$ cat src/rtl/ifq_pkg.sv
// Shared types for the instruction fetch queue.
//   INSTRUCTION_LEN / ADDRESS_LEN : core-wide instruction and address widths
//                                   (same values as the core defines).
//   ifq_state_e                   : fetch FSM state.
//   ifq_entry_t                   : one buffered fetch result.
package ifq_pkg;

  localparam int INSTRUCTION_LEN = 19;
  localparam int ADDRESS_LEN     = 12;

  typedef enum logic [1:0] {
    IDLE    = 2'd0,  // no request outstanding
    WAIT    = 2'd1,  // request outstanding, returned data is kept
    DISCARD = 2'd2   // request outstanding, returned data is dropped
  } ifq_state_e;

  typedef struct packed {
    logic [INSTRUCTION_LEN-1:0] instruction;
    logic [ADDRESS_LEN-1:0]     pc_plus1;
  } ifq_entry_t;

  localparam int ENTRY_W = $bits(ifq_entry_t);

endpackage

$ cat src/rtl/instruction_fetch_queue_fifo.sv
// ifq_fifo: DEPTH-entry circular buffer of ifq_entry_t.
//   clk, rst    : clock, asynchronous active-high reset
//   push        : write push_entry at the tail
//   pop         : drop the head entry (ignored while empty)
//   flush       : empty the buffer; wins over push and pop
//   push_entry  : entry to write
//   head_entry  : entry at the head (contents undefined while count is 0)
//   count       : occupancy, 0..DEPTH
module ifq_fifo
  import ifq_pkg::*;
#(
  parameter int DEPTH = 4
) (
  input  logic                     clk,
  input  logic                     rst,
  input  logic                     push,
  input  logic                     pop,
  input  logic                     flush,
  input  logic [ENTRY_W-1:0]       push_entry,
  output logic [ENTRY_W-1:0]       head_entry,
  output logic [$clog2(DEPTH):0]   count
);

  localparam int PTR_W = $clog2(DEPTH);
  localparam int CNT_W = PTR_W + 1;

  ifq_entry_t       mem_q [DEPTH];
  logic [PTR_W-1:0] rd_ptr_q, rd_ptr_d;
  logic [PTR_W-1:0] wr_ptr_q, wr_ptr_d;
  logic [CNT_W-1:0] count_q, count_d;
  logic             do_push;
  logic             do_pop;

  assign do_push = push & ~flush;
  assign do_pop  = pop & ~flush & (count_q != '0);

  // DEPTH is a power of two, so pointers wrap by plain overflow.
  always_comb begin
    rd_ptr_d = rd_ptr_q;
    wr_ptr_d = wr_ptr_q;
    count_d  = count_q;
    if (flush) begin
      rd_ptr_d = '0;
      wr_ptr_d = '0;
      count_d  = '0;
    end else begin
      if (do_push) wr_ptr_d = wr_ptr_q + PTR_W'(1);
      if (do_pop)  rd_ptr_d = rd_ptr_q + PTR_W'(1);
      case ({do_push, do_pop})
        2'b10:   count_d = count_q + CNT_W'(1);
        2'b01:   count_d = count_q - CNT_W'(1);
        default: count_d = count_q;
      endcase
    end
  end

  always_ff @(posedge clk or posedge rst) begin
    if (rst) begin
      rd_ptr_q <= '0;
      wr_ptr_q <= '0;
      count_q  <= '0;
    end else begin
      rd_ptr_q <= rd_ptr_d;
      wr_ptr_q <= wr_ptr_d;
      count_q  <= count_d;
    end
  end

  // Storage needs no reset: the head is only observed while count is non-zero.
  always_ff @(posedge clk) begin
    if (do_push) mem_q[wr_ptr_q] <= push_entry;
  end

  assign head_entry = mem_q[rd_ptr_q];
  assign count      = count_q;

endmodule

$ cat src/rtl/instruction_fetch_queue.sv
// instruction_fetch_queue: decoupled fetch stage between a variable-latency
// instruction memory and the IF/ID register. Owns the fetch PC, keeps one
// memory request outstanding at a time and buffers results with their PC+1.
//   clk, rst            : clock, asynchronous active-high reset
//   imem_req/imem_addr  : request to instruction memory
//   imem_ack/imem_data  : memory response
//   redirect/redirect_pc: flush the queue and restart fetch at redirect_pc
//   deq                 : IF/ID consumes the head entry
//   valid/instruction/pc_plus1/count : head entry and occupancy (0 when empty)
//   dbg_state           : current FSM state (ifq_state_e encoding)
//
// Memory handshake: imem_req=1 with imem_addr held stable means one request
// is outstanding; the request completes on the rising edge where imem_ack=1,
// and imem_data is taken on that same edge. imem_ack is ignored while
// imem_req=0. A new request may start in the cycle right after the ack edge.
// The request may be withdrawn without an ack only by reset.
//
// Widths are sized through ifq_pkg; INSTR_LEN/ADDR_LEN must equal the
// package constants.
module instruction_fetch_queue
  import ifq_pkg::*;
#(
  parameter int INSTR_LEN = INSTRUCTION_LEN,
  parameter int ADDR_LEN  = ADDRESS_LEN,
  parameter int DEPTH     = 4
) (
  input  logic                   clk,
  input  logic                   rst,
  output logic                   imem_req,
  output logic [ADDR_LEN-1:0]    imem_addr,
  input  logic                   imem_ack,
  input  logic [INSTR_LEN-1:0]   imem_data,
  input  logic                   redirect,
  input  logic [ADDR_LEN-1:0]    redirect_pc,
  input  logic                   deq,
  output logic                   valid,
  output logic [INSTR_LEN-1:0]   instruction,
  output logic [ADDR_LEN-1:0]    pc_plus1,
  output logic [$clog2(DEPTH):0] count,
  output logic [1:0]             dbg_state
);

  localparam int CNT_W = $clog2(DEPTH) + 1;

  ifq_state_e          state_q, state_d;
  logic [ADDR_LEN-1:0] fetch_pc_q, fetch_pc_d;
  logic                push;
  logic                deq_eff;
  logic                fifo_valid;
  logic [CNT_W-1:0]    fifo_count;
  logic [CNT_W:0]      next_occ;
  ifq_entry_t          push_entry;
  ifq_entry_t          head_entry;

  assign fifo_valid = (fifo_count != '0);
  // A redirect discards the queue, so a simultaneous dequeue is meaningless.
  assign deq_eff    = deq & fifo_valid & ~redirect;
  // Occupancy after this edge if the pending ack is enqueued.
  assign next_occ   = (CNT_W+1)'(fifo_count) + (CNT_W+1)'(1) - (CNT_W+1)'(deq_eff);

  assign push_entry.instruction = imem_data;
  assign push_entry.pc_plus1    = fetch_pc_q + ADDR_LEN'(1);

  always_comb begin
    state_d    = state_q;
    fetch_pc_d = fetch_pc_q;
    push       = 1'b0;
    if (redirect) fetch_pc_d = redirect_pc;
    case (state_q)
      IDLE: begin
        if (!redirect && (fifo_count < CNT_W'(DEPTH))) state_d = WAIT;
      end
      WAIT: begin
        if (redirect) begin
          // The in-flight request still has to be drained unless it completes now.
          state_d = imem_ack ? IDLE : DISCARD;
        end else if (imem_ack) begin
          push       = 1'b1;
          fetch_pc_d = fetch_pc_q + ADDR_LEN'(1);
          if (!(next_occ < (CNT_W+1)'(DEPTH))) state_d = IDLE;
        end
      end
      DISCARD: begin
        if (imem_ack) state_d = IDLE;
      end
      default: state_d = IDLE;
    endcase
  end

  always_ff @(posedge clk or posedge rst) begin
    if (rst) begin
      state_q    <= IDLE;
      fetch_pc_q <= '0;
    end else begin
      state_q    <= state_d;
      fetch_pc_q <= fetch_pc_d;
    end
  end

  ifq_fifo #(.DEPTH(DEPTH)) u_fifo (
    .clk        (clk),
    .rst        (rst),
    .push       (push),
    .pop        (deq_eff),
    .flush      (redirect),
    .push_entry (push_entry),
    .head_entry (head_entry),
    .count      (fifo_count)
  );

  assign imem_req    = (state_q != IDLE);
  assign imem_addr   = fetch_pc_q;
  assign valid       = fifo_valid;
  assign instruction = fifo_valid ? head_entry.instruction : '0;
  assign pc_plus1    = fifo_valid ? head_entry.pc_plus1 : '0;
  assign count       = fifo_count;
  assign dbg_state   = state_q;

endmodule

$ cat config.mk
export PLATFORM = sky130hd
export DESIGN_NAME = instruction_fetch_queue
export DESIGN_NICKNAME = d
export VERILOG_FILES = /design/src/rtl/ifq_pkg.sv /design/src/rtl/instruction_fetch_queue_fifo.sv /design/src/rtl/instruction_fetch_queue.sv
export SDC_FILE = /design/constraint.sdc
export NUM_CORES = 1
export LEC_CHECK = 0
export ABC_AREA = 1
export CORE_MARGIN = 8
export CORE_UTILIZATION = 35
export DETAILED_ROUTE_END_ITERATION = 10
export GPL_ROUTABILITY_DRIVEN = 0
export GPL_TIMING_DRIVEN = 1
export SLEW_MARGIN = 20
export SYNTH_ARGS = -nofsm -noshare
export SYNTH_HDL_FRONTEND = slang
export SYNTH_SLANG_ARGS = --single-unit
$ cat constraint.sdc
create_clock -name clk -period 5.6 [get_ports clk]
set_clock_uncertainty 0.2 [all_clocks]
set_input_delay 0.84 -clock clk [delete_from_list [all_inputs] [get_ports clk]]
set_output_delay 0.84 -clock clk [all_outputs]
set_load 0.01 [all_outputs]
==> Word-level counts from Yosys, hierarchy flattened <==
Memory sizes are Yosys's and may differ from the RTL's.
Index checks and enable logic that the tools add are counted.
{ "word_totals": {"memories": 1, "regBits": 21, "ram_bits": 124, "out_inout_bits": 50, "inputBits": 36, "wordCells": 62} }
{ "mem_list": {"columns": ["memory", "words", "width", "read_ports", "rd_ports_with_merged_regs", "wr", "line_no", "text"], "rows": [
  ["u_fifo.mem_q", 4, 31, 1, 0, 1, "instruction_fetch_queue_fifo.sv:27", "ifq_entry_t mem_q [DEPTH];"]
]} }
{ "classes": {"reduce_logical": 9, "muxes": 24, "order_cmp": 2, "n_bitwise": 6, "addsub": 7, "eq_ne": 8} }
{ "ops": {"columns": ["op", "count"], "rows": [
  ["12-bit two-way mux", 5],
  ["2-bit two-way mux", 10],
  ["19-bit two-way mux", 1],
  ["12-bit by 1-bit adder with 12-bit output (second input constant)", 1],
  ["3-bit != test (second input constant)", 2],
  ["2-bit case mux with 3 select lines", 1],
  ["3-bit case mux with 2 select lines", 1],
  ["2-bit nonzero test", 3],
  ["3-bit nonzero test", 2],
  ["1-bit AND", 5],
  ["1-bit two-way mux", 5],
  ["2-bit by 1-bit adder with 2-bit output (second input constant)", 2],
  ["3-bit by 1-bit adder with 4-bit output (second input constant)", 1],
  ["2-bit by 1-bit equality test with 1-bit output (second input constant)", 2],
  ["2-bit equality test (second input constant)", 2],
  ["4-bit by 3-bit less-than comparator with 1-bit output (second input constant)", 1],
  ["2-bit != test (second input constant)", 2],
  ["4-bit AND reduction", 1],
  ["4-bit by 1-bit subtractor with 4-bit output", 1],
  ["3-bit by 1-bit adder with 3-bit output (second input constant)", 1],
  ["3-bit less-than comparator (second input constant)", 1],
  ["3-bit two-way mux", 1],
  ["3-bit by 1-bit subtractor with 3-bit output (second input constant)", 1],
  ["2-bit zero test", 1],
  ["3 further kinds", 3]
]} }

==> Longest topological paths before layout <==
Gate-level depths: netlist (run 1).
{ "depth": {"depth_word": 9, "ltp_mapped": 12, "depth_no_buf": 12} }

==> Hierarchy <==
Synthesis (run 1) repeated with hierarchy kept, for this count alone.
{ "hier_totals": {"cells_unflattened": 578, "hier_area_um2": 6278.5} }
{ "modules_own_cells": {"columns": ["module", "seq_area_each_um2", "area_per_inst_um2", "instances", "cells_each"], "rows": [
  ["ifq_fifo", 3898.7, 5043.6, 1, 363],
  ["instruction_fetch_queue", 350.3, 1234.9, 1, 215]
]} }

==> Least setup slack after synthesis (run 1) <==
OpenSTA, ideal clock, no wires.
{ "synth_path": {"kind": "input port to flip-flop", "startpoint": "input port redirect", "endpoint": "memory u_fifo.mem_q[0][0] in the netlist's numbering (enable)", "setup_ns": 0.419, "cell_stages": 4, "t_arrival_ns": 2.595, "path_slack_ns": 2.386, "n_path_buf": 1, "t_required_ns": 4.981, "cell_sequence": "nor2_2 -> nand2_2 -> buf_2 -> nor2_1"} }
{ "synth_between": {"elab_chain_cells": 5, "elab_cells_between_ends": 6, "classes_between": "4 x mux; 2 x bitwise"} }
{ "synth_lines": {"columns": ["element", "line_no", "text"], "rows": [
  ["start, declared", "instruction_fetch_queue.sv:33", "input logic redirect,"],
  ["1-bit two-way mux", "instruction_fetch_queue.sv:74", "if (redirect) begin"],
  ["1-bit two-way mux", "instruction_fetch_queue.sv:69", "case (state_q)"],
  ["1-bit AND *", "instruction_fetch_queue_fifo.sv:34", "assign do_push = push & ~flush;"],
  ["1-bit two-way mux *", "instruction_fetch_queue_fifo.sv:71", "if (do_push) mem_q[wr_ptr_q] <= push_entry;"],
  ["1-bit two-way mux (not written as such) *", "instruction_fetch_queue_fifo.sv:71", null],
  ["end, declared", "instruction_fetch_queue_fifo.sv:27", null]
]} }
Mark *: on every way between the ends. The rest lies on a longest branch, timed or not.

==> Worst setup path after layout (run 1) <==
{ "layout_path": {"startpoint": "register u_fifo.count_q[0], in the netlist u_fifo.count[0]", "endpoint": "output port pc_plus1[10]"} }
{ "layout_between": {"elab_chain_cells": 2} }
{ "layout_lines": {"columns": ["element", "line_no", "text"], "rows": [
  ["start, declared", "instruction_fetch_queue_fifo.sv:30", "logic [CNT_W-1:0] count_q, count_d;"],
  ["start signal, assigned", "instruction_fetch_queue_fifo.sv:65", "count_q <= count_d;"],
  ["3-bit nonzero test", "instruction_fetch_queue.sv:55", "assign fifo_valid = (fifo_count != '0);"],
  ["12-bit two-way mux", "instruction_fetch_queue.sv:115", "assign pc_plus1 = fifo_valid ? head_entry.pc_plus1 : '0;"],
  ["end, declared", "instruction_fetch_queue.sv:38", "output logic [ADDR_LEN-1:0] pc_plus1,"]
]} }
No other way between the ends.

==> flow_summary.yaml, run 1 <==
flow_run:
  cap_violations: 0
grt:
  grt_pass1_vias: 4314
  grt_overflow: 0
  antenna_found_initial: 0
  gr-usage-all-layers_pct: 13.2
  grt_max_degree: 65
  grt_pass1_wl_mm: 22.7
power:
  ir_worst_vdd_uv: 289
  power_density_nw_per_um2: 465
  p_leak_uw: 0.00281
  finalPower_uw: 3630
clock_network:
  cts_sinks: 145
  cts-root-buf: "clkbuf_16"
  cts_inserted_buffers: 17
  clk_latency_ps: 410
  ctsHoldBuffers: 0
  post_cts_buffers: 0
  cts_tree: "built"
  h-tree-depth: 4
  clk_pin_slew_ps: 60
  clock_path_buffers: 2
  post_cts_resized: 0
worst_setup_path:
  crit_type: "register to primary output"
  crit_required_ps: 4560
  start_kind: "register"
  crit_fanout: 31
  critPathCaptureType: "primary output"
  cp.arrival_ps: 3110
logic_synthesis:
  yosysWarnings: 0
  seq_area_frac_synth_pct: 68.9
  synth_cells: 559
  yosysUniqueCellTypes: 31
  synth_area_um2: 6170
  ys_ff_latch: 145
  avgSynthCellArea_um2: 11.0
  syn_nets: 601
floorplan:
  core_region_area_um2: 17200
  die_height_um: 149
  initial_utilization_pct: 35.8
  dieArea_um2: 22100
  die_w_um: 149
  fp-row-count: 48
  io_pins: 86
layout:
  fin_cells: 877
  area_growth_pct: 26.6
  nNetsFinal: 681
  drive_gt1_share_pct: 7.98
  diodes: 0
  final_area_um2: 7810
timing:
  fin_ws_ps: 1450
  report.final.slew_viol_count: 0
  rsz0062_at_grt: "no"
  setup_tns_ps: 0
  finalSetupViolations: 0
  fin_crit_sh_pct: 74.1
  tightest_slew_ps: 1060
  fin_crit_ps: 4150
  slew_headroom_pct: 28.6
  fmaxAchievable_mhz: 241
  hold_violations: 0
status:
  status: "complete, no violations"
place:
  dp_cells: 845
  dp_slack_ps: 1850
  io_buffers: 85
  place_area_um2: 7230
  dp_hpwl_mm: 8.98
route:
  postRouteAntennaNets: 0
  drc: 0
  dr_total_vias: 4243
  wirelength_mm: 14.6
  drtPass1Iterations: 5
  vias_per_cell: 4.84
  routedWlPerCell_um: 16.6
  drt_iter0_markers: 229
hold_path:
  hold_path.class: "register to register"
==> flip-flops by register name, summed over array words and instances, names as in the netlist <==
register / count
u_fifo.mem_q: 124
u_fifo.count: 3
u_fifo.rd_ptr_q: 2
imem_addr: 12
u_fifo.wr_ptr_q: 2
dbg_state: 2
==> area by class of cell <==
| class | count | area (um2) |
|---|---|---|
| Sequential cell | 145 | 4250 |
| Tap cell | 225 | 282 |
| Clock buffer | 24 | 502 |
| Clock inverter | 8 | 77.6 |
| Inverter | 29 | 109 |
| Timing Repair Buffer | 87 | 866 |
| Multi-Input combinational cell | 359 | 1720 |
| Fill cell | 1565 | 9430 |
==> final timing paths <==
path / start / to / slack [ps] / depth (start not counted)
setup reg to reg: dbg_state[1] / u_fifo.mem_q[3][21] / 3020 / 5
setup / recovery: u_fifo.count[0] / pc_plus1[10] / 1450 / 5
max in group asynchronous: rst / u_fifo.rd_ptr_q[0] / 3900 / 2
min in group asynchronous: rst / imem_addr[5] / 700 / 2
hold reg to reg: u_fifo.wr_ptr_q[0] / u_fifo.wr_ptr_q[0] / 360 / 1
hold / removal: u_fifo.wr_ptr_q[0] / u_fifo.wr_ptr_q[0] / 360 / 1
==> through the flow <==
stage	utilization (%)	hold WS, ps
floorplan	-	314
global placement	41.9	340
detailed placement	41.9	356
CTS	45.3	367
global route	45.3	394
finish	45.3	358
==> cells by family (layout without fill, tap and decap cells) <==
logic type / after synthesis / in the layout / share of synthesized area [%]
simple gates: 222 / 222 / 14.8
flops: 145 / 145 / 68.9
compound gates: 125 / 125 / 10.4
buf+inv: 55 / 148 / 3.63
fa+ha+maj: 6 / 6 / 1.34
xor+xnor: 6 / 6 / 0.974
==> power by group <==
part / internal (uW) / switching [uW] / total [uW]
registers: 1290 / 73.3 / 1370
logic: 511 / 675 / 1190
clock network: 669 / 411 / 1080
total: 2470 / 1160 / 3630
==> worst max-delay path, cell delays in order (launching register included) <==
cell and delay [ps]:
dfrtp_1 460, nor2_1 90, nand2_2 120, clkinv_1 840, a21oi_1 570, clkdlybuf4s50_1 620
==> synth_stat cells <==
library cell | count | area share (%)
buf_6 | 1 | 0.18
inv_2 | 3 | 0.18
edfxtp_1 | 124 | 60
nor2_2 | 2 | 0.20
buf_2 | 8 | 0.65
and2_1 | 1 | 0.10
xnor2_1 | 1 | 0.14
nand4_1 | 3 | 0.30
nor2_1 | 137 | 8.3
xor2_1 | 4 | 0.57
a31oi_1 | 4 | 0.41
nand3_1 | 7 | 0.57
dfrtp_1 | 21 | 8.5
fa_1 | 1 | 0.32
nand2_1 | 58 | 3.5
clkbuf_1 | 15 | 0.91
o21ai_0 | 75 | 6.1
ha_1 | 5 | 1.0
nor3_1 | 3 | 0.24
o31ai_1 | 1 | 0.12
xor2_2 | 1 | 0.26
buf_1 | 2 | 0.12
nand3_2 | 2 | 0.32
inv_1 | 26 | 1.6
a21oi_1 | 37 | 3.0
nor3_4 | 1 | 0.26
o21ai_1 | 5 | 0.41
o211ai_1 | 3 | 0.37
or2_2 | 2 | 0.20
nand3b_1 | 3 | 0.37
nand2_2 | 3 | 0.30
==> layout by cell type, fill, tap and decap left out, types with 2 or more instances in the layout <==
master,count
a21oi_1,37
a31oi_1,4
buf_4,2
clkbuf_1,2
clkbuf_16,17
clkbuf_8,5
clkdlybuf4s50_1,85
clkinv_2,3
clkinv_4,2
clkinvlp_4,2
dfrtp_1,20
edfxtp_1,124
ha_1,5
inv_1,24
inv_2,4
nand2_1,58
nand2_2,3
nand3_1,7
nand3_2,2
nand3b_1,3
nand4_1,3
nor2_1,133
nor2_2,2
nor2_4,4
nor3_1,3
o211ai_1,3
o21ai_0,75
o21ai_1,5
or2_2,2
xor2_1,4
==> per-layer routing <==
layer | wire length (um) | vias to the layer above | track usage (%)
met5 | 0 | - | 0
met4 | 78 | 0 | 3.23
met3 | 963 | 7 | 4.82
met2 | 6880 | 114 | 21.6
met1 | 6650 | 2035 | 16.4
li1 | - | 2087 | -
No activity file was read; power rests on OpenSTA's default activity.
==> inputs of run 2 (changes only) <==
clock period = 3.53 ns   (was 5.6 ns; I/O delays follow)
==> flow_summary.yaml, run 2 (same netlist as run 1, synthesis figures left out) <==
status:
  status: "complete, no violations"
route:
  dr_total_vias: 4313
  postRouteAntennaNets: 0
  drc: 0
  vias_per_cell: 4.89
  drtPass1Iterations: 4
  wirelength_mm: 14.5
  drt_iter0_markers: 273
  routedWlPerCell_um: 16.5
timing:
  hold_violations: 0
  fmaxAchievable_mhz: 297
  finalSetupViolations: 0
  fin_crit_sh_pct: 95.5
  tightest_slew_ps: 885
  fin_ws_ps: 158
  slew_headroom_pct: 40.9
  setup_tns_ps: 0
  rsz0062_at_grt: "no"
  whs_ps: 354
  fin_crit_ps: 3370
  report.final.slew_viol_count: 0
grt:
  top_usage_layer: "met2"
  grt_pass1_wl_mm: 23.4
  grt_pass1_vias: 4518
  grtUsageMet1_pct: 17.0
  gr-usage-all-layers_pct: 13.6
  grt.met3_usage_pct: 5.64
  gr-usage-met2_pct: 21.4
  grt_overflow: 0
  grt_max_degree: 42
  antenna_found_initial: 0
layout:
  largest_reg_flops: 124
  final_cell_mix: "nor2_1 (133), edfxtp_1 (124), clkdlybuf4s50_1 (85), o21ai_0 (75), nand2_1 (58)"
  fill_cells: 1529
  final_area_um2: 7840
  area_growth_pct: 27.2
  top_register: "u_fifo.mem_q"
  drive_gt1_share_pct: 7.91
  layout_commonest_cell: "nor2_1"
  final_util_pct: 45.5
  diodes: 0
  nNetsFinal: 689
flow_run:
  cap_violations: 0
worst_setup_path:
  critPathCaptureType: "primary output"
  crit_type: "register to primary output"
  timing.rr.end: "u_fifo.count[2]"
  r2r_slack_ps: 1250
  crit_fanout: 41
  critPathLaunch: "u_fifo.rd_ptr_q[0]"
  cp.arrival_ps: 2640
  start_kind: "register"
  reg2reg_depth: 12
  crit_required_ps: 2800
  reg2reg_from: "u_fifo.count[0]"
clock_network:
  clk_latency_ps: 410
  clk_pin_slew_ps: 50
  cts-root-buf: "clkbuf_16"
  cts_inserted_buffers: 17
  h-tree-depth: 4
  cts_sinks: 145
  post_cts_buffers: 0
  cts_tree: "built"
  clock_path_buffers: 2
floorplan:
  initial_utilization_pct: 35.8
  die_w_um: 149
  dieArea_um2: 22100
  io_pins: 86
  fp-row-count: 48
  core_region_area_um2: 17200
  die_height_um: 149
hold_path:
  min_to: "u_fifo.rd_ptr_q[1]"
  hold_depth: 2
  hold_path.class: "register to register"
  hold_path.startpoint: "u_fifo.rd_ptr_q[1]"
place:
  dp_slack_ps: 548
  dp_hpwl_mm: 9.50
  place_area_um2: 7330
  io_buffers: 85
power:
  power_density_nw_per_um2: 724
  ir_worst_vdd_uv: 416
  p_leak_uw: 0.00283
## run 2: cell count changes in the layout (fill, tap and decap cells not counted), sizes merged
cell / change
clkbuf: -3
buf: +8
inv: +1
clkinv: -1
## run 2: worst max-delay path by stage
stage | to | cells after the start
2_1_floorplan | u_fifo.mem_q[0][0] | 6
3_3_place_gp | pc_plus1[10] | 6
3_5_place_dp | u_fifo.mem_q[2][15] | 5
4_1_cts | pc_plus1[10] | 6
5_1_grt | instruction[18] | 6
6_report | pc_plus1[10] | 6
## run 2: cell type report
class	instances	area, um2	share of cell area [%]
Sequential cell	145	4250	54.2
Multi-Input combinational cell	359	1720	22.0
Inverter	29	111	1.42
Timing Repair Buffer	95	967	12.3
Clock inverter	8	67.6	0.862
Tap cell	225	282	3.59
Clock buffer	21	440	5.62
## run 2: stage by stage
| step | power [uW] | instances |
|---|---|---|
| detailed placement | 4170 | 853 |
| global route | 6000 | 882 |
| floorplan | 3150 | 559 |
| finish | 5680 | 882 |
| CTS | 5750 | 882 |
| global placement | 4140 | 853 |
## run 2: layer usage
metal / vias to the layer above / routed length (um)
li1: 2097 / -
met1: 2100 / 6690
met3: 4 / 936
met5: - / 0
met4: 0 / 48
met2: 112 / 6840
## run 2: where the power goes
group | internal [uW] | switching [uW]
sequential | 2050 | 143
clock | 946 | 623
combinational | 851 | 1070
total | 3850 | 1830
## run 2: what timing repair did
| action | CTS | global route |
|---|---|---|
| hold buffers | 0 | 0 |
| endpoints found under the setup margin | 0 | 5 |
| gates resized for setup | 0 | 3 |
## run 2: critical path, stage by stage, from the launching register on
cell	delay, ps
dfrtp_2	650
buf_6	350
nor2_1	70
nor2_1	90
o21ai_0	100
a21oi_1	340
clkdlybuf4s50_1	620
==> inputs of run 3 (changes only) <==
clock period = 3.4 ns   (was 3.53 ns; I/O delays follow)
==> flow_summary.yaml, run 3 (same netlist as run 1, synthesis figures left out) <==
route:
  met1Wirelength_mm: 6.78
  routedWlPerCell_um: 16.2
  postRouteAntennaNets: 0
  met3_length_um: 949
  drtPass1Iterations: 5
  dr_total_vias: 4313
  highest_layer: "met4"
  wl_met2_mm: 6.49
  vias_per_cell: 4.86
  wirelength_mm: 14.4
  drc: 0
  drt_iter0_markers: 219
hold_path:
  hold_depth: 1
  min_to: "u_fifo.wr_ptr_q[0]"
  hold_path.startpoint: "u_fifo.wr_ptr_q[0]"
  hold_path.class: "register to register"
worst_setup_path:
  crit_required_ps: 2690
  r2r_slack_ps: 1120
  cp.arrival_ps: 2490
  start_kind: "register"
  timing.rr.end: "u_fifo.count[2]"
  crit_fanout: 15
  reg2reg_from: "u_fifo.count[0]"
  reg2reg_depth: 12
  crit_type: "register to primary output"
  critPathCaptureType: "primary output"
clock_network:
  post_cts_resized: 0
  clk_pin_slew_ps: 60
  cts-root-buf: "clkbuf_16"
  post_cts_buffers: 0
  cts_inserted_buffers: 17
  cts_tree: "built"
  ctsHoldBuffers: 0
  clock_path_buffers: 2
  clk_latency_ps: 420
  h-tree-depth: 4
  cts_sinks: 145
layout:
  largest_reg_flops: 124
  diodes: 0
  area_growth_pct: 28.7
  fin_cells: 887
  top_register: "u_fifo.mem_q"
  final_cell_mix: "nor2_1 (133), edfxtp_1 (124), clkdlybuf4s50_1 (85), o21ai_0 (75), nand2_1 (58)"
  layout_commonest_cell: "nor2_1"
  nNetsFinal: 693
  drive_gt1_share_pct: 8.76
timing:
  setup_tns_ps: 0
  fin_crit_sh_pct: 94.0
  tightest_slew_ps: 919
  report.final.slew_viol_count: 0
  rsz0062_at_grt: "no"
  fmaxAchievable_mhz: 313
  hold_violations: 0
  whs_ps: 366
  slew_headroom_pct: 38.6
  fin_crit_ps: 3200
  finalSetupViolations: 0
status:
  status: "complete, no violations"
flow_run:
  cap_violations: 0
floorplan:
  die_w_um: 149
  io_pins: 86
  fp-row-count: 48
  dieArea_um2: 22100
  die_height_um: 149
  initial_utilization_pct: 35.8
  core_region_area_um2: 17200
grt:
  grt_overflow: 0
  grt_pass1_wl_mm: 22.8
  gr-usage-all-layers_pct: 13.3
  antenna_found_initial: 0
  grt_max_degree: 64
  grt_pass1_vias: 4358
place:
  io_buffers: 85
  dp_cells: 857
  dp_hpwl_mm: 9.29
power:
  p_leak_uw: 0.00287
  power_density_nw_per_um2: 759
  ir_worst_vdd_uv: 403
run 3: metal layers:
layer,global-route usage [%],vias to the layer above
li1,-,2118
met1,17.0,2044
met2,20.9,137
met3,4.25,14
met4,4.39,0
met5,0,-
run 3: final cells by class:
type	count	area, um2
well taps	225	282
repair buffers	99	1020
fillers	1517	9300
clock inverters	10	114
multi-input cells	359	1720
inverters	29	109
clock buffers	20	437
flip-flops and latches	145	4250
run 3: through the flow:
stage | setup WS, ps | utilization (%) | power (uW) | cell area [um2]
2_1_floorplan | 443 | - | 3270 | 6170
3_3_place_gp | 621 | 42.8 | 4320 | 7380
3_5_place_dp | 607 | 42.8 | 4330 | 7380
4_1_cts | 137 | 46.0 | 6100 | 7930
5_1_grt | 12.7 | 46.0 | 6350 | 7930
6_report | 204 | 46.0 | 6020 | 7930
run 3: report_power, final:
group	switching (uW)	internal [uW]	leakage, uW	total [uW]
registers	126	2130	0.00138	2250
clock network	680	1070	0.000261	1750
logic	1110	903	0.00123	2020
total	1920	4100	0.00287	6020
run 3: critical path: stages (launching register included):
cell and delay [ps]:
dfrtp_1 460, nor2_1 150, nand2_2 90, inv_1 540, buf_4 280, a21oi_1 60, clkdlybuf4s50_1 490
run 3: how the worst max path moves through the flow:
stage / start / end / slack [ps] / depth (start not counted)
6_report: u_fifo.count[0] / instruction[17] / 200 / 6
5_1_grt: u_fifo.rd_ptr_q[0] / instruction[18] / 10 / 6
4_1_cts: u_fifo.count[0] / instruction[17] / 140 / 6
3_5_place_dp: u_fifo.count[0] / instruction[17] / 610 / 6
3_3_place_gp: u_fifo.count[0] / instruction[17] / 620 / 6
2_1_floorplan: dbg_state[1] / u_fifo.mem_q[0][0] / 440 / 6
==> RTL change 1 (settings of run 3) <==
Register the output `count`, with the module's reset; this adds one clock of latency there. The other outputs are not delayed to match.
--- a/src/rtl/instruction_fetch_queue.sv
+++ b/src/rtl/instruction_fetch_queue.sv
@@ -41,6 +41,8 @@
 );
 
   localparam int CNT_W = $clog2(DEPTH) + 1;
+
+  logic [$clog2(DEPTH):0] count_c;
 
   ifq_state_e          state_q, state_d;
   logic [ADDR_LEN-1:0] fetch_pc_q, fetch_pc_d;
@@ -113,8 +115,16 @@
   assign valid       = fifo_valid;
   assign instruction = fifo_valid ? head_entry.instruction : '0;
   assign pc_plus1    = fifo_valid ? head_entry.pc_plus1 : '0;
-  assign count       = fifo_count;
+  assign count_c     = fifo_count;
   assign dbg_state   = state_q;
+
+  always_ff @(posedge clk or posedge rst) begin
+    if (rst) begin
+      count <= '0;
+    end else begin
+      count <= count_c;
+    end
+  end
 
 endmodule
 
Check against the original RTL: not equivalent (a bounded check fails within 4 cycles, from zero or initial values and one cycle with rst high).
==> RTL change 1 against run 3 <==
Area after synthesis is 1.6% higher; via count fell by 0.32%; sequential cell count increased by 3; count of clock-buffer cells in the layout down 3; cell area is 1.8% higher; worst setup slack better by 0.067 ns; wire length up 1.3%; sequential share of layout area about the same; final cell count increased by 0.34%; synthesized cell count down 0.36%; maximum frequency grew 2.1%; critical endpoint is now pc_plus1[2]; largest cell class unchanged; highest routed layer unchanged.
Power is not compared: it rests on default switching activity, and its combinational part moved more than twofold at a synthesized area within 25%.
==> RTL change 1: results (changes against run 3) <==
{
  "grt": {
    "grt_start_max_net_pins": {"value": 33, "change": "-48%"},
    "grt_first_pass_wirelength": {"value": 23.1, "unit": "mm", "change": "+1.5%"},
    "gr-usage-met1": {"value": 17.8, "unit": "%", "change": "+0.76 points"},
    "grt_pass1_vias": {"value": 4337, "change": "-0.48%"}
  },
  "setup_path": {
    "regToRegSetupSlack": {"value": 1.15, "unit": "ns", "change": "+0.03 ns"},
    "worst_ep_arrival_time": {"value": 2.42, "unit": "ns", "change": "-0.07 ns"},
    "critical-path-max-stage-delay": {"value": 0.59, "unit": "ns", "change": "+0.05 ns"}
  },
  "synth": {
    "synth_cell_types": {"value": 32, "change": "+3.2%"},
    "seq_area_frac_synth": {"value": 69.1, "unit": "%", "change": "+0.14 points"},
    "multiplexer_share_of_the_synthesized_area": {"value": 0.320, "unit": "%", "change": "+0.32 points"},
    "synth.area.top_cells": "edfxtp_1, dfrtp_1, nor2_1, o21ai_0, nand2_1",
    "synth_xor_xnor_area_share": {"value": 1.52, "unit": "%", "change": "+0.54 points"},
    "netlist_instances": {"value": 557, "change": "-0.36%"},
    "ys_async_sr_fraction": {"value": 16.2, "unit": "%", "change": "+1.7 points"}
  },
  "drt": {
    "drt-initial-drc-count": {"value": 229, "change": "+4.6%"},
    "met1Wirelength": {"value": 6.72, "unit": "mm", "change": "-0.87%"},
    "routedWlPerCell": {"value": 16.4, "unit": "µm", "change": "+0.99%"},
    "met2_length": {"value": 6.64, "unit": "mm", "change": "+2.4%"}
  },
  "cells_and_area": {
    "nNetsFinal": {"value": 691, "change": "-0.29%"},
    "fillCellCount": {"value": 1626, "change": "+7.2%"},
    "layout_cells_sized_above_1": {"value": 9.98, "unit": "%", "change": "+1.2 points"}
  },
  "placed_design": {
    "detailed_place_hpwl": {"value": 9.66, "unit": "mm", "change": "+4.0%"},
    "placedCellCount": {"value": 859, "change": "+0.23%"}
  },
  "sta": {
    "timing.slew.headroom": {"value": 37.7, "unit": "%", "change": "-0.98 points"}
  },
  "run_status": {
    "status": "completed"
  }
}
## RTL change 1: cell types whose count changed in the layout (fill, tap and decap cells not counted), sizes merged, moves of 2 or more
cell / delta
xor2: +5
nor2: +5
nor3: -3
dfrtp: +3
inv: +2
nand4: -3
nand2: -6
a31oi: -2
mux2i: +2
clkbuf: -3
## RTL change 1: through the flow
step | hold WS, ns | worst slack, ns | instance area (µm²)
final | 0.308 | 0.271 | 8080
after global placement | 0.290 | 0.581 | 7470
after floorplan | 0.237 | 0.343 | 6260
after global routing | 0.328 | 0.0681 | 8080
after detailed placement | 0.293 | 0.532 | 7470
after CTS | 0.306 | 0.133 | 8070
## RTL change 1: worst min path at each step
stage | startpoint | end | cells after the start
floorplan | u_fifo.count[2]$_DFFE_PP0P_ | count[2]$_DFF_PP0_ | 0
global placement | u_fifo.count[1]$_DFFE_PP0P_ | count[1]$_DFF_PP0_ | 0
detailed placement | u_fifo.count[1]$_DFFE_PP0P_ | count[1]$_DFF_PP0_ | 0
CTS | u_fifo.count[1]$_DFFE_PP0P_ | count[1]$_DFF_PP0_ | 0
global route | u_fifo.count[1]$_DFFE_PP0P_ | count[1]$_DFF_PP0_ | 0
finish | u_fifo.count[1]$_DFFE_PP0P_ | count[1]$_DFF_PP0_ | 0
## RTL change 1: cell type report
cell class                      instances  share of cell area (%)
Clock buffer                           17                    5.27
Clock inverter                         14                    2.17
Inverter                               28                    1.33
Multi-Input combinational cell        354                    21.5
Sequential cell                       148                    53.6
Tap cell                              229                    3.55
Timing Repair Buffer                  100                    12.5
## RTL change 1: worst register-to-register path, delay by kind of cell (launching register included)
family / cells / cell delay [ns]
adders and majority gates: 1 / 0.38
buffers and inverters: 2 / 0.15
xor gates and xnor gates: 1 / 0.16
and+or+nand+nor: 8 / 0.85
DFF: 1 / 0.45
==> RTL change 2 (settings of run 3) <==
Made on the original files. Change the package constant `INSTRUCTION_LEN` from 19 to 38.
--- a/src/rtl/ifq_pkg.sv
+++ b/src/rtl/ifq_pkg.sv
@@ -5,7 +5,7 @@
 //   ifq_entry_t                   : one buffered fetch result.
 package ifq_pkg;
 
-  localparam int INSTRUCTION_LEN = 19;
+  localparam int INSTRUCTION_LEN = 38;
   localparam int ADDRESS_LEN     = 12;
 
   typedef enum logic [1:0] {
Interface: changed (resized imem_data and instruction); port bits go from 86 to 124. No check against the original RTL was run, so the function may have changed too.
==> RTL change 2 against run 3 <==
Total power is 47% higher; worst setup slack got worse by 0.045 ns; register-to-register slack better by 0.04 ns; area after synthesis up 48%; wire length up 49%; sequential power grew 48%; sequential cell count is 76 higher; cell area rose by 47%; largest power group unchanged.
==> RTL change 2: results (changes against run 3) <==
{
  "synth": {
    "fraction_of_the_mapped_netlist_area_in_compound_gates": {"value": 10.2, "unit": "%", "change": "-0.22 points"},
    "yosys.area_share.adder": {"value": 0.907, "unit": "%", "change": "-0.43 points"},
    "syn-num-nets": {"value": 845, "change": "+41%"}
  },
  "grt": {
    "grt_start_max_net_pins": {"value": 59, "change": "-7.8%"},
    "gr-usage-met3": {"value": 3.39, "unit": "%", "change": "-0.86 points"},
    "grt_use_met2": {"value": 21.9, "unit": "%", "change": "+0.97 points"},
    "track_usage": {"value": 13.4, "unit": "%", "change": "+0.091 points"}
  },
  "cells_and_area": {
    "nMultiInputCombCells": {"value": 492, "change": "+37%"},
    "relative_area_of_non_clock_buffer_cells_in_the_final_design": {"value": 12.6, "unit": "%", "change": "-0.27 points"},
    "max_reg_flops": {"value": 200, "change": "+61%"},
    "n_all_buffers": {"value": 139, "change": "+40%"},
    "layout_cells_sized_above_1": {"value": 7.87, "unit": "%", "change": "-0.89 points"},
    "nNetsFinal": {"value": 969, "change": "+40%"},
    "multi_input_area_share": {"value": 19.7, "unit": "%", "change": "-2.0 points"},
    "multiInputGateArea": {"value": 2290, "unit": "µm²", "change": "+33%"},
    "fillCellCount": {"value": 2359, "change": "+56%"}
  },
  "drt": {
    "totalWireLength": {"value": 21.5, "unit": "mm", "change": "+49%"},
    "met2_length": {"value": 10.0, "unit": "mm", "change": "+54%"},
    "met1Wirelength": {"value": 9.58, "unit": "mm", "change": "+41%"},
    "routed_length_on_met3": {"value": 1.55, "unit": "mm", "change": "+63%"}
  },
  "pwr": {
    "p_int": {"value": 6080, "unit": "µW", "change": "+48%"},
    "pg_comb": {"value": 2890, "unit": "µW", "change": "+43%"},
    "max-vdd-ir-drop": {"value": 0.000463, "unit": "V", "change": "+15%"},
    "clock_power_share": {"value": 29.8, "unit": "%", "change": "+0.8 points"},
    "static-leakage-power": {"value": 0.00407, "unit": "µW", "change": "+42%"},
    "pwr-share-comb": {"value": 32.6, "unit": "%", "change": "-0.9 points"}
  },
  "run_status": {
    "status": "completed"
  },
  "sta": {
    "clock.fmax": {"value": 0.309, "unit": "GHz", "change": "-1.4%"}
  },
  "setup_path": {
    "cp-startpoint": "u_fifo.rd_ptr_q[0]$_DFFE_PP0P_",
    "worst_path_max_delay_cell": "clkdlybuf4s50_1",
    "worst-path-max-fanout": {"value": 43, "change": "+28"}
  },
  "cts": {
    "cts.path.max_buffers": {"value": 3, "change": "+1"},
    "cts_buffers": {"value": 25, "change": "+8"},
    "clock_tree.htree_level_count": {"value": 1, "change": "-3"}
  },
  "placed_design": {
    "detailed_place_hpwl": {"value": 12.6, "unit": "mm", "change": "+36%"}
  }
}
-- RTL change 2: cell count changes in the layout (fill, tap and decap cells not counted), moves of 4 or more --
cell / change
nor2_1: +76
o21ai_0: +28
edfxtp_1: +76
buf_4: -4
o21ai_1: +10
clkdlybuf4s50_1: +38
clkbuf_16: +8
a21oi_1: +19
-- RTL change 2: what timing repair did --
| item | 4_1_cts | 5_1_grt |
|---|---|---|
| setup endpoints to repair | 1 | 21 |
| endpoints found under the hold margin | 0 | 0 |
| setup buffers | 0 | 1 |
| gates resized for setup | 1 | 3 |
-- RTL change 2: stage by stage --
stage | utilization [%] | setup TNS, ns | hold WS [ns] | cells
finish | 45.0 | 0 | 0.275 | 1262
global route | 45.0 | 0 | 0.353 | 1262
CTS | 45.0 | 0 | 0.293 | 1261
detailed placement | 41.8 | 0 | 0.348 | 1215
global placement | 41.8 | 0 | 0.335 | 1215
floorplan | - | -74.99 | 0.287 | 784
